--- src/rtl/nsa_pkg.sv ---
// Shared types and constants for the nibble-serial adder.
package nsa_pkg;

  localparam logic [1:0] ST_IDLE = 2'd0;
  localparam logic [1:0] ST_RUN  = 2'd1;
  localparam logic [1:0] ST_DONE = 2'd2;

  typedef enum logic [1:0] {
    IDLE = ST_IDLE,
    RUN  = ST_RUN,
    DONE = ST_DONE
  } nsa_state_e;

  // Largest legal decimal digit; a slice result above this needs the +6 correction.
  localparam logic [4:0] BCD_LIMIT = 5'd9;
  localparam logic [3:0] BCD_ADJ   = 4'd6;

  // Width of the nibble index; a single-nibble adder still needs a 1-bit index.
  function automatic int idx_width(input int nibbles);
    return (nibbles > 1) ? $clog2(nibbles) : 1;
  endfunction

endpackage

--- src/rtl/nibble_add_slice.sv ---
// Combinational 4-bit adder slice: a + b + cin -> {cout, sum}.
module nibble_add_slice (
  input  logic [3:0] a,
  input  logic [3:0] b,
  input  logic       cin,
  output logic [3:0] sum,
  output logic       cout
);

  assign {cout, sum} = {1'b0, a} + {1'b0, b} + {4'b0000, cin};

endmodule

--- src/rtl/nibble_serial_adder.sv ---
// Multi-nibble adder that reuses one 4-bit slice, one nibble per clock,
// with valid/ready handshakes on operands and result.
// Optional feature: define BCD_MODE_EN to treat each nibble as a decimal
// digit (decimal-adjust after each slice add, no extra latency).
//
// state | meaning
// ------+--------------------------------------------------------------
// IDLE  | waiting for operands; in_ready high
// RUN   | adding nibble idx per cycle, carry fed back between slices
// DONE  | result presented on sum/cout with out_valid until out_ready
module nibble_serial_adder
  import nsa_pkg::*;
#(
  parameter int NIBBLES = 4
) (
  input  logic                   clk,
  input  logic                   rst_n,
  input  logic                   in_valid,
  output logic                   in_ready,
  input  logic [4*NIBBLES-1:0]   a,
  input  logic [4*NIBBLES-1:0]   b,
  input  logic                   cin,
  output logic                   out_valid,
  input  logic                   out_ready,
  output logic [4*NIBBLES-1:0]   sum,
  output logic                   cout,
  output logic                   busy
);

  localparam int W  = 4 * NIBBLES;
  localparam int IW = idx_width(NIBBLES);
  localparam logic [IW-1:0] IDX_LAST = IW'(NIBBLES - 1);

  nsa_state_e    state_q, state_d;
  logic [IW-1:0] idx_q;
  logic          carry_q;
  logic [W-1:0]  a_q, b_q, sum_q;
  logic          cout_q;

  logic [3:0]    a_nib, b_nib, slice_s, adj_s;
  logic          slice_c, adj_c;
  logic          accept;

  assign accept = (state_q == IDLE) && in_valid;

  // Operand nibble for the current slice; {idx,2'b00} keeps the bit offset wide enough.
  assign a_nib = a_q[{idx_q, 2'b00} +: 4];
  assign b_nib = b_q[{idx_q, 2'b00} +: 4];

  nibble_add_slice u_slice (
    .a    (a_nib),
    .b    (b_nib),
    .cin  (carry_q),
    .sum  (slice_s),
    .cout (slice_c)
  );

`ifdef BCD_MODE_EN
  // Decimal adjust: any slice total above 9 wraps by +6 and always carries.
  always_comb begin
    adj_s = slice_s;
    adj_c = 1'b0;
    if ({slice_c, slice_s} > BCD_LIMIT) begin
      adj_s = slice_s + BCD_ADJ;
      adj_c = 1'b1;
    end
  end
`else
  assign adj_s = slice_s;
  assign adj_c = slice_c;
`endif

  // State register.
  always_ff @(posedge clk or negedge rst_n) begin
    if (!rst_n) state_q <= IDLE;
    else        state_q <= state_d;
  end

  // Next-state logic.
  always_comb begin
    state_d = state_q;
    case (state_q)
      IDLE:    if (in_valid)            state_d = RUN;
      RUN:     if (idx_q == IDX_LAST)   state_d = DONE;
      DONE:    if (out_ready)           state_d = IDLE;
      default:                          state_d = IDLE;
    endcase
  end

  // Datapath: capture operands on accept, then write one result nibble per RUN cycle.
  always_ff @(posedge clk or negedge rst_n) begin
    if (!rst_n) begin
      idx_q   <= '0;
      carry_q <= 1'b0;
      a_q     <= '0;
      b_q     <= '0;
      sum_q   <= '0;
      cout_q  <= 1'b0;
    end else if (accept) begin
      a_q     <= a;
      b_q     <= b;
      carry_q <= cin;
      idx_q   <= '0;
    end else if (state_q == RUN) begin
      sum_q[{idx_q, 2'b00} +: 4] <= adj_s;
      carry_q <= adj_c;
      if (idx_q == IDX_LAST) begin
        cout_q <= adj_c;
        idx_q  <= '0;
      end else begin
        idx_q  <= idx_q + IW'(1);
      end
    end
  end

  assign in_ready  = (state_q == IDLE);
  assign out_valid = (state_q == DONE);
  assign busy      = (state_q != IDLE);
  assign sum       = sum_q;
  assign cout      = cout_q;

endmodule

--- config.mk ---
export PLATFORM = sky130hd
export DESIGN_NAME = nibble_serial_adder
export DESIGN_NICKNAME = d
export VERILOG_FILES = /design/src/rtl/nsa_pkg.sv /design/src/rtl/nibble_add_slice.sv /design/src/rtl/nibble_serial_adder.sv
export SDC_FILE = /design/constraint.sdc
export NUM_CORES = 1
export LEC_CHECK = 0
export ABC_AREA = 1
export BUFFER_PORTS_ARGS = -buffer_cell sky130_fd_sc_hd__buf_2
export CAP_MARGIN = 20
export CORE_ASPECT_RATIO = 1.25
export CORE_MARGIN = 2
export CORE_UTILIZATION = 33
export CTS_CLUSTER_DIAMETER = 120
export DETAILED_ROUTE_END_ITERATION = 7
export PLACE_DENSITY = 0.5
export SLEW_MARGIN = 20
export SYNTH_ARGS = -nofsm -noshare
export SYNTH_HDL_FRONTEND = slang
export SYNTH_SLANG_ARGS = --single-unit
--- constraint.sdc ---
create_clock -name clk -period 2.6 [get_ports clk]
set_clock_uncertainty 0.05 [all_clocks]
set_input_delay 0.39 -clock clk [delete_from_list [all_inputs] [get_ports clk]]
set_output_delay 0.39 -clock clk [all_outputs]
set_load 0.01 [all_outputs]
==> impl_metrics.tcl <==
set metrics [dict create \
    nets 416 \
    cp-start-kind "flop" \
    htree_levels 2 \
    synthSimpleGateAreaFrac_pct 24.78 \
    drive_gt1_share_pct 24.93 \
    postCtsHoldBufs 0 \
    yosysSeqAreaShare_pct 50.97 \
    final_common_cell "nand2_1" \
    clock_latency_ns 0.31 \
    rsz0062_at_grt "no" \
    fin_util_pct 40.24 \
    worstPathCellList "inv_2 > o21ai_0 > o22ai_1 > fa_1 > fa_1 > xnor2_2 > nor2_1 > nand2_1 > o21ai_1" \
    synthMuxAreaShare_pct 0 \
    hold_violations 0 \
    tns_ns 0 \
    io_pins 57 \
    synth-seq-cells 54 \
    cp_slowest_cell "dfrtp_2" \
    power_frac_seq_pct 34.4 \
    route.detailed.drc 0 \
    start_util_pct 34.02 \
    cts_inserted_buffers 5 \
    max-cap-violations 0 \
    cts.sinks 54 \
    use_met1_pct 18.74 \
    final_cell_mix "nand2_1, buf_2, dfrtp_1" \
    synth_top_flop_cell "dfrtp_1" \
    std_cell_rows 36 \
    setup_violations 0 \
    outcome "completed" \
    overflow 0 \
    syn_nets 357 \
    worst_slew_pin_slew_ns 0.6816 \
    diodes 0 \
    p_comb_share_pct 53.7 \
    antenna_found_initial 0 \
    drtIter0Drc 94 \
    io_buffers 56 \
    avgSynthCellArea_um2 8.580 \
    grtUsageMet2_pct 24.43 \
    internal-power_mw 2.246 \
    first_pass_iters 4 \
    power_switching_mw 1.945 \
    grt_pass1_wl_mm 10.46 \
    dpl.cell_count 453 \
    hold_path_class "in -> async" \
    path_max_fanout 14 \
    yosysWarnings 0 \
    grt_util_met3_pct 2.778 \
    synth_top_family_by_area "simple AND/OR/NAND/NOR gates" \
    cts_tree "yes" \
    synth_adder_area_share_pct 5.757 \
    hpwlAfterDp_mm 4.611 \
    grt-busiest-layer "met2" \
    worstPathRequired_ns 2.80 \
    fin_crit_ns 2.393 \
    max_stage_delay_ns 0.46 \
    clockRootBuffer "clkbuf_8" \
    fin_cells 464 \
    die_height_um 104.2 \
    finalCritPeriodShare_pct 92.04 \
    switching_share_pct 46.41 \
    async_flop_share_pct 100.0 \
    wl_per_cell_um 13.08 \
    grt_max_degree 36 \
    critPathMostFrequentCell "fa_1" \
    core_um2 7792 \
    leakagePower_nw 1.688 \
    dieArea_um2 8772 \
    worst_slack_ns 0.2070 \
    synth_edf_count 0 \
    fmax_mhz 417.9 \
    seq_area_um2 1353 \
    slew_violations 0 \
    totalWireLength_mm 6.071 \
    die_x_um 84.17 \
    grt_pass1_vias 2196 \
    synth-xor-area-share_pct 0.3303 \
    vias_per_cell 4.668 \
    multi_input_area_um2 1134 \
    clock_power_share_pct 11.9 \
    cp_data_arrival_time_ns 2.59 \
    vdd_drop_max_uv 450.6 \
    yosysUniqueCellTypes 30 \
    cp-end-kind "flop" \
    vias 2166 \
    clockBufferDepth 2 \
    syn2layout_area_growth_pct 18.26 \
    ant_nets 0 \
    fill_cells 843 \
    netlist_area_um2 2651 \
    synth-compound-area-share_pct 11.61 \
    p_per_area_nw_per_um2 1337 \
    place_ws_ns 0.02012 \
    grt_usage_pct 14.55 \
    place_congestion 0.7640 \
    synthCells 309 \
    path_class "reg -> reg" \
    power_mw 4.191 \
    clk_pin_slew_ns 0.10 \
    relSlewSlack_pct 54.56 \
]
-- path summary, 6_finish.rpt --
check | from | endpoint | slack, ns | cells past startpoint
min reg2reg | b_q[7]$_DFFE_PN0P_ | b_q[7]$_DFFE_PN0P_ | 0.43 | 2
max | idx_q[0]$_DFFE_PN0P_ | sum[6]$_DFFE_PN0P_ | 0.21 | 9
min | rst_n | state_q[1]$_DFFE_PN0P_ | 0.05 | 1
min in group clk | out_ready | state_q[1]$_DFFE_PN0P_ | 0.20 | 2
max in group asynchronous | rst_n | b_q[3]$_DFFE_PN0P_ | 1.86 | 2
max reg2reg | idx_q[0]$_DFFE_PN0P_ | sum[6]$_DFFE_PN0P_ | 0.21 | 9
-- metrics by stage --
stage	hold slack, ns	area, um^2
after floorplan	0.04441	2651
after global placement	0.4078	3013
after detailed placement	0.4071	3013
after CTS	0.07341	3105
after global routing	0.09133	3136
final	0.05328	3136
-- metal layers --
layer  up-vias  part of all wire (%)
li1       1111                     -
met1      1014                    46
met2        34                    49
met3         7                   3.3
met4         0                   1.3
met5         -                     0
-- critical path, delay by kind of cell (launching register included) --
| kind | cells | cell delay, ns |
|---|---|---|
| AOI/OAI and AO/OA | 3 | 0.42 |
| xor gates and xnor gates | 1 | 0.17 |
| adders and majority gates | 2 | 0.89 |
| buffers and inverters | 1 | 0.13 |
| DFF | 1 | 0.46 |
| and+or+nand+nor | 2 | 0.19 |
-- Yosys cell counts (2+ instances only) --
cell | number | area (um^2)
o21ai_1 | 4 | 20.02
dfrtp_1 | 54 | 1351
ha_1 | 9 | 112.6
nand4_1 | 3 | 18.77
buf_6 | 3 | 33.78
nand2_4 | 2 | 22.52
nand2_1 | 116 | 435.4
nor2_1 | 20 | 75.07
o21ai_2 | 3 | 26.28
inv_1 | 13 | 48.80
o31ai_1 | 3 | 22.52
nor2_4 | 2 | 22.52
buf_2 | 3 | 15.01
inv_2 | 6 | 22.52
buf_4 | 4 | 30.03
fa_1 | 2 | 40.04
nand2_2 | 2 | 12.51
nand3_1 | 7 | 35.03
o21ai_0 | 34 | 170.2
o22ai_1 | 9 | 56.30
-- state kept, by name, summed over array words and instances, names as in the netlist --
register and flops:
a_q 16, b_q 16, sum 16, idx_q 2
state_q 2, carry_q 1, cout 1
-- power by group through the flow --
stage / clock network [mW] / registers, mW / logic [mW]
finish: 0.497 / 1.44 / 2.25
global route: 0.542 / 1.49 / 2.60
CTS: 0.516 / 1.45 / 2.20
detailed placement: 0 / 1.47 / 2.20
global placement: 0 / 1.46 / 2.18
floorplan: 0 / 1.41 / 1.64
-- final cells by class --
class / instances / area share [%]
Timing Repair Buffer: 64 / 11.25
Tap cell: 95 / 3.791
Clock buffer: 7 / 2.753
Multi-Input combinational cell: 222 / 36.15
Inverter: 21 / 2.753
Sequential cell: 54 / 43.14
Clock inverter: 1 / 0.1596
-- kinds of logic after synthesis --
| family | Yosys count |
|---|---|
| compound gates | 55 |
| flops | 54 |
| fa+ha+maj | 11 |
| simple gates | 155 |
| buf+inv | 33 |
| xor+xnor | 1 |
-- repair_timing --
item,CTS,global route
buffers inserted,0,3
setup endpoints to repair,1,2
resized for setup,1,2
No activity file was read; power rests on OpenSTA's default activity.
